### src/rtl/decode_sequencer.sv
// Decode stage slot between fetch and execute. Classifies each instruction into a one-hot
// immediate-generator type and holds one decoded entry. An illegal opcode traps until cleared.
module decode_sequencer #(
  parameter int unsigned LEN     = 32,
  parameter int unsigned PC_LEN  = 32,
  parameter int unsigned CNT_LEN = 32
) (
  input  logic               clk,
  input  logic               rst,
  input  logic               if_valid,
  output logic               if_ready,
  input  logic [LEN-1:0]     if_inst,
  input  logic [PC_LEN-1:0]  if_pc,
  output logic               id_valid,
  input  logic               id_ready,
  output logic [LEN-1:0]     id_inst,
  output logic [PC_LEN-1:0]  id_pc,
  output logic [5:0]         id_inst_type,
  output logic [4:0]         id_rd,
  output logic               id_reg_write,
  input  logic               flush,
  output logic               illegal,
  output logic [PC_LEN-1:0]  illegal_pc,
  input  logic               trap_clear,
  output logic [CNT_LEN-1:0] decode_cnt
);

  typedef enum logic [1:0] {EMPTY, FULL, TRAP} state_t;

  state_t              state_q, state_d;
  logic [LEN-1:0]      inst_q, inst_d;
  logic [PC_LEN-1:0]   pc_q, pc_d;
  logic [5:0]          type_q, type_d;
  logic [4:0]          rd_q, rd_d;
  logic                rw_q, rw_d;
  logic [PC_LEN-1:0]   ipc_q, ipc_d;
  logic [CNT_LEN-1:0]  cnt_q, cnt_d;

  logic [5:0] in_type;
  logic       in_legal;
  logic       accept;
  logic       handoff;

  always_comb begin
    in_type  = 6'b000010;
    in_legal = 1'b1;
    case (if_inst[6:0])
      7'b0110011:                                        in_type = 6'b000001;
      7'b0000011, 7'b0010011, 7'b1100111,
      7'b0001111, 7'b1110011:                            in_type = 6'b000010;
      7'b0100011:                                        in_type = 6'b000100;
      7'b1100011:                                        in_type = 6'b001000;
      7'b0110111, 7'b0010111:                            in_type = 6'b010000;
      7'b1101111:                                        in_type = 6'b100000;
      default:                                           in_legal = 1'b0;
    endcase
  end

  always_comb begin
    if_ready = 1'b0;
    if (!rst) begin
      case (state_q)
        EMPTY:   if_ready = 1'b1;
        FULL:    if_ready = id_ready;
        default: if_ready = 1'b0;
      endcase
    end
  end

  assign id_valid = (state_q == FULL);
  assign illegal  = (state_q == TRAP);
  assign accept   = if_valid && if_ready && !flush;
  assign handoff  = id_valid && id_ready;

  // Flush takes priority over accept; a handoff in the same cycle still counts.
  always_comb begin
    state_d = state_q;
    inst_d  = inst_q;
    pc_d    = pc_q;
    type_d  = type_q;
    rd_d    = rd_q;
    rw_d    = rw_q;
    ipc_d   = ipc_q;
    cnt_d   = handoff ? cnt_q + CNT_LEN'(1) : cnt_q;
    case (state_q)
      TRAP: begin
        if (trap_clear) state_d = EMPTY;
      end
      default: begin
        if (flush) begin
          state_d = EMPTY;
        end else if (accept && in_legal) begin
          state_d = FULL;
          inst_d  = if_inst;
          pc_d    = if_pc;
          type_d  = in_type;
          rd_d    = (in_type[2] || in_type[3]) ? 5'd0 : if_inst[11:7];
          rw_d    = !(in_type[2] || in_type[3]) && (if_inst[11:7] != 5'd0);
        end else if (accept) begin
          state_d = TRAP;
          ipc_d   = if_pc;
        end else if (handoff) begin
          state_d = EMPTY;
        end
      end
    endcase
  end

  always_ff @(posedge clk or posedge rst) begin
    if (rst) begin
      state_q <= EMPTY;
      inst_q  <= '0;
      pc_q    <= '0;
      type_q  <= 6'b000010;
      rd_q    <= '0;
      rw_q    <= 1'b0;
      ipc_q   <= '0;
      cnt_q   <= '0;
    end else begin
      state_q <= state_d;
      inst_q  <= inst_d;
      pc_q    <= pc_d;
      type_q  <= type_d;
      rd_q    <= rd_d;
      rw_q    <= rw_d;
      ipc_q   <= ipc_d;
      cnt_q   <= cnt_d;
    end
  end

  assign id_inst      = inst_q;
  assign id_pc        = pc_q;
  assign id_inst_type = type_q;
  assign id_rd        = rd_q;
  assign id_reg_write = rw_q;
  assign illegal_pc   = ipc_q;
  assign decode_cnt   = cnt_q;

endmodule

### config.mk
export PLATFORM = sky130hd
export DESIGN_NAME = decode_sequencer
export DESIGN_NICKNAME = d
export VERILOG_FILES = /design/src/rtl/decode_sequencer.sv
export SDC_FILE = /design/constraint.sdc
export NUM_CORES = 1
export LEC_CHECK = 0
export BUFFER_PORTS_ARGS = -buffer_cell sky130_fd_sc_hd__buf_4
export CORE_MARGIN = 4
export CORE_UTILIZATION = 30
export DETAILED_ROUTE_END_ITERATION = 8
export PLACE_DENSITY = 0.53
export SYNTH_ARGS = -nofsm -noshare
export SYNTH_HDL_FRONTEND = slang
export SYNTH_SLANG_ARGS = --single-unit
### constraint.sdc
create_clock -name clk -period 11.4 [get_ports clk]
set_input_delay 2.28 -clock clk [delete_from_list [all_inputs] [get_ports clk]]
set_output_delay 2.28 -clock clk [all_outputs]
set_load 0.01 [all_outputs]
Word-level counts from Yosys, hierarchy flattened
Cells that the tools add are included.

Eq/ne operators: 14. Add/sub/neg operators: 1. Muxes and demuxes: 11. Reduce and logical (&&, ||, !) cells: 16. Bitwise operators: 3.

Operators by type and width (number): $add 32x1->32 const B (1); $pmux 6 s5 (1); $eq 7x7->1 const B (4); $eq 7x6->1 const B (3); $eq 7x5->1 const B (2); $mux 2 (6); $reduce_or 11->1 (1); $reduce_bool 5->1 (2); $eq 7x2->1 const B (1); $eq 7x4->1 const B (1); $logic_and 1x1->1 (5); $mux 5 (1); $reduce_and 4->1 (1); $not 1->1 (3); $reduce_and 3->1 (1); $eq 2x1->1 const B (1); $eq 2x2->1 const B (1); $logic_not 1->1 (2); $logic_not 2->1 (1); $mux 1 (2); $ne 2x1->1 const B (1); $pmux 1 s2 (1); $reduce_and 2->1 (1); $reduce_or 2->1 (1); $logic_or 1x1->1 (1).

Word-level logic and storage cells: 53. Input bits: 70. Output and inout bits: 143. Flip-flop bits (word level): 142.

Logic depth before layout (Yosys ltp)
Depth in word-level cells: 9. Gate-level depth with buffers: 7. Gate-level depth less buffers: 5.

Least setup slack after synthesis
OpenSTA, ideal clock, no wires.

Path type: input-to-output. Start: input port id_ready. End: output port if_ready. Data required time: 9120 ps. Path slack: 6376 ps. Stages: 2. Buffers on the path: 0. Arrival: 2744 ps. Cell sequence: inv_1 > a211oi_1.

Longest elaborated chain between the ends: 2.

Ends and longest elaborated chain: start, declared (RTL line 15) `input logic id_ready,`; $pmux 1 s2 (RTL line 62) `case (state_q)`; $mux 1 (RTL line 61) `if (!rst) begin`; end, declared (RTL line 11) `output logic if_ready,`.

No other way between the ends.

Worst setup path in the final report
Ends and elaborated chain as after synthesis.

==> summary.json <==
{
  "cts": {
    "cts_hold_buffers": 0,
    "cts.reportedPaths.clkPinSlew_ns": 0.05,
    "cts.htree.levels": 4,
    "clock-root-buffer": "sky130_fd_sc_hd__clkbuf_16",
    "cts-resized-gates": 0,
    "cts_tree": "done",
    "cts_post_setup_buffers_inserted": 0,
    "clk_latency_ns": 0.41,
    "numClockSinks": 142,
    "max-clock-path-buffers": 2,
    "numCtsBuffers": 17
  },
  "sta": {
    "fin_skew_ns": 0.01011,
    "timing_hold_violations_final": 0,
    "transition_time_at_the_pin_with_the_least_slew_margin_ns": 1.151,
    "maxSlewViolCount": 0,
    "achievable-frequency_mhz": 192.1,
    "slew-limit-headroom_pct": 23.27,
    "layout_min_cycle_time_ns": 5.206,
    "layout_worst_path_cycle_share_pct": 45.67,
    "fin_setup_tns_ns": 0,
    "finalSetupViolCount": 0,
    "grt_setup_unrepaired": "no"
  },
  "logic_synthesis": {
    "postSynthAreaPerCell_sq_um": 14.24,
    "mappedNetlistArea_sq_um": 5908,
    "postSynthNetCount": 486,
    "synth-seq-cells": 142,
    "ys_dominant_reg_cell": "sky130_fd_sc_hd__dfrtp_1",
    "synthDistinctLibCells": 42,
    "synth_top_area_share_pct": 59.72,
    "synth_top_cells_by_area": "sky130_fd_sc_hd__dfrtp_1 60%, sky130_fd_sc_hd__mux2_2 13%, sky130_fd_sc_hd__mux2_4 7.1%, sky130_fd_sc_hd__xnor2_1 4.2%, sky130_fd_sc_hd__nand4_1 2.0%",
    "synthDominantAreaCellType": "sky130_fd_sc_hd__dfrtp_1",
    "synthTopCellsByCount": "141 x sky130_fd_sc_hd__dfrtp_1, 68 x sky130_fd_sc_hd__mux2_2, 28 x sky130_fd_sc_hd__mux2_4, 28 x sky130_fd_sc_hd__xnor2_1, 22 x sky130_fd_sc_hd__nand2_1",
    "ys_warn_count": 0,
    "yosys.cell_count.top_type": "sky130_fd_sc_hd__dfrtp_1",
    "share_of_synthesized_area_occupied_by_flip_flops_and_latches_pct": 60.17,
    "ys_async_sr_fraction_pct": 100.0,
    "synthesized_instance_count": 415,
    "synth_edf_count": 0
  },
  "power": {
    "cellPowerDensity_nw_per_um2": 174.0,
    "peakVddDrop_v": 0.0001407,
    "leakagePower_nw": 4.234
  },
  "detailed_routing": {
    "detailroute.via_count": 4120,
    "drt-vias-per-instance": 4.523,
    "drt_first_pass_iters": 4,
    "drt.antenna.violating_nets": 0,
    "post_drt_wl_per_cell_um": 16.63,
    "drt_wl_total_um": 15150,
    "first_iter_violations": 128,
    "drcViolationCount": 0
  },
  "worst_setup_path": {
    "timing.setup.critical_path_class": "input pin to primary output",
    "cp.arrival_ns": 2.93,
    "data_required_time_at_the_worst_endpoint_ns": 9.12,
    "crit_fanout": 3,
    "worstSetupEndpointType": "primary output",
    "worstSetupStartpointType": "input pin"
  },
  "placed_design": {
    "io_buffer_count": 212,
    "place.detailed.hpwl_um": 10800,
    "dpl_cell_area_sq_um": 7804,
    "gp_congestion": 0.8016
  },
  "die": {
    "chip_height_um": 148.3,
    "core.rowCount": 51,
    "floorplan.core_area_sq_um": 19400,
    "initial_core_util_pct": 30.46,
    "fp.dieW_um": 148.3,
    "floorplan.io_pins": 213,
    "dieArea_sq_um": 22000
  },
  "global_route": {
    "grt_pass1_wl_um": 24590,
    "via_count_of_the_first_global_routing_pass": 4609,
    "grt_overflow": 0,
    "grt_max_degree": 76,
    "antenna_violations_before_repair": 0,
    "grt_use_total_pct": 14.06
  },
  "cells_and_area": {
    "final_layout_size_suffix_gt1_share_pct": 54.33,
    "n_antenna_cell": 0,
    "syn_to_final_growth_pct": 42.19,
    "fin_nets": 706,
    "finalInstanceArea_sq_um": 8401
  },
  "outcome": {
    "outcome": "finished clean"
  },
  "min_path": {
    "hold_class": "flip-flop to flip-flop"
  },
  "run": {
    "drv.max_cap_violation_count": 0
  }
}
sequential cells by signal (all words and copies together), names as in the netlist:
register      flops
decode_cnt       32
id_inst          32
id_pc            32
illegal_pc       32
id_inst_type      6
id_rd             5
state_q           2
id_reg_write      1
kinds of logic after synthesis:
family                     synth area share (%)
AOI/OAI and AO/OA                         2.478
and+or+nand+nor                           8.344
xor gates and xnor gates                  4.596
DFF                                       60.17
muxes                                     21.43
adders and majority gates                0.2117
buffers and inverters                     2.774
placed cells by master (no fill, tap or decap), types with 2 or more instances in the layout:
| master | synthesis | final |
|---|---|---|
| sky130_fd_sc_hd__a32o_1 | 3 | 3 |
| sky130_fd_sc_hd__nor4_2 | 0 | 2 |
| sky130_fd_sc_hd__mux2_2 | 68 | 68 |
| sky130_fd_sc_hd__nor2b_1 | 3 | 3 |
| sky130_fd_sc_hd__xnor2_1 | 28 | 28 |
| sky130_fd_sc_hd__nor4_1 | 4 | 2 |
| sky130_fd_sc_hd__and3_1 | 3 | 3 |
| sky130_fd_sc_hd__nand3b_1 | 2 | 2 |
| sky130_fd_sc_hd__clkinvlp_4 | 0 | 3 |
| sky130_fd_sc_hd__mux2_4 | 28 | 28 |
| sky130_fd_sc_hd__inv_1 | 16 | 15 |
| sky130_fd_sc_hd__nand3_1 | 7 | 7 |
| sky130_fd_sc_hd__and2_1 | 4 | 4 |
| sky130_fd_sc_hd__dfrtp_1 | 141 | 141 |
| sky130_fd_sc_hd__nand2_1 | 22 | 22 |
| sky130_fd_sc_hd__clkbuf_16 | 0 | 17 |
| sky130_fd_sc_hd__clkinv_4 | 0 | 2 |
| sky130_fd_sc_hd__nor2_1 | 5 | 5 |
| sky130_fd_sc_hd__and4_1 | 3 | 3 |
| sky130_fd_sc_hd__nand4_1 | 19 | 19 |
| sky130_fd_sc_hd__clkinv_2 | 0 | 2 |
| sky130_fd_sc_hd__nor3_1 | 5 | 5 |
| sky130_fd_sc_hd__buf_4 | 0 | 218 |
| sky130_fd_sc_hd__mux2i_1 | 8 | 8 |
| sky130_fd_sc_hd__nand2b_1 | 5 | 5 |
| sky130_fd_sc_hd__xor2_1 | 3 | 3 |
| sky130_fd_sc_hd__bufinv_16 | 0 | 3 |
| sky130_fd_sc_hd__clkbuf_8 | 0 | 2 |
| sky130_fd_sc_hd__a21oi_1 | 2 | 2 |
| sky130_fd_sc_hd__o21ai_0 | 3 | 3 |
path summary, 6_finish.rpt:
kind | start | end | slack (ns) | depth (start not counted)
min in group asynchronous | rst | decode_cnt[3]$_DFFE_PP0P_ | 1.96 | 2
worst min-delay path | id_inst_type[1]$_DFFE_PP1P_ | id_inst_type[1]$_DFFE_PP1P_ | 0.48 | 2
max in group asynchronous | rst | state_q[1]$_DFFE_PP0P_ | 8.05 | 3
worst min register to register | id_inst_type[1]$_DFFE_PP1P_ | id_inst_type[1]$_DFFE_PP1P_ | 0.48 | 2
worst max register to register | state_q[0]$_DFFE_PP0P_ | illegal_pc[18]$_DFFE_PP0P_ | 8.57 | 4
worst max-delay path | id_ready | if_ready | 6.19 | 4
area by class of cell:
cell class / instances / area, sq um
fillers: 1862 / 11000
flip-flops and latches: 142 / 3555
multi-input cells: 240 / 2216
repair buffers: 218 / 1637
clock buffers: 20 / 456.7
well taps: 265 / 331.6
clock inverters: 10 / 140.1
inverters: 16 / 65.06
per-layer routing:
metal	up-vias	GRT usage, %	wire (um)
li1	1910	-	-
met4	0	4.758	241
met5	-	0	0
met3	14	6.216	1286
met1	2057	17.20	6374
met2	139	22.29	7245
worst max-delay path, cell delays in order:
cell and delay (ns):
sky130_fd_sc_hd__buf_4 0.09, sky130_fd_sc_hd__inv_1 0.06, sky130_fd_sc_hd__a211oi_1 0.31, sky130_fd_sc_hd__buf_4 0.18
through the flow:
stage               setup WS, ns  utilization (%)  std cells  power [W]  hold slack [ns]
floorplan                  5.312                -        415  0.0007463           0.4739
global placement           6.224            40.23        881  0.0009094           0.4506
detailed placement         6.199            40.23        881  0.0009157           0.4655
CTS                        6.194            43.31        911   0.001492           0.4851
global route               6.153            43.31        911   0.001538           0.5066
finish                     6.194            43.31        911   0.001461           0.4791
power by group:
part / leakage, nW / switching (W) / internal [W]
Clock: 0.284 / 0.000209 / 0.000353
Combinational: 2.11 / 0.000113 / 0.000167
Sequential: 1.84 / 0.0000418 / 0.000578
Total: 4.23 / 0.000363 / 0.00110
Note: power is estimated with default switching activity, not from simulation.
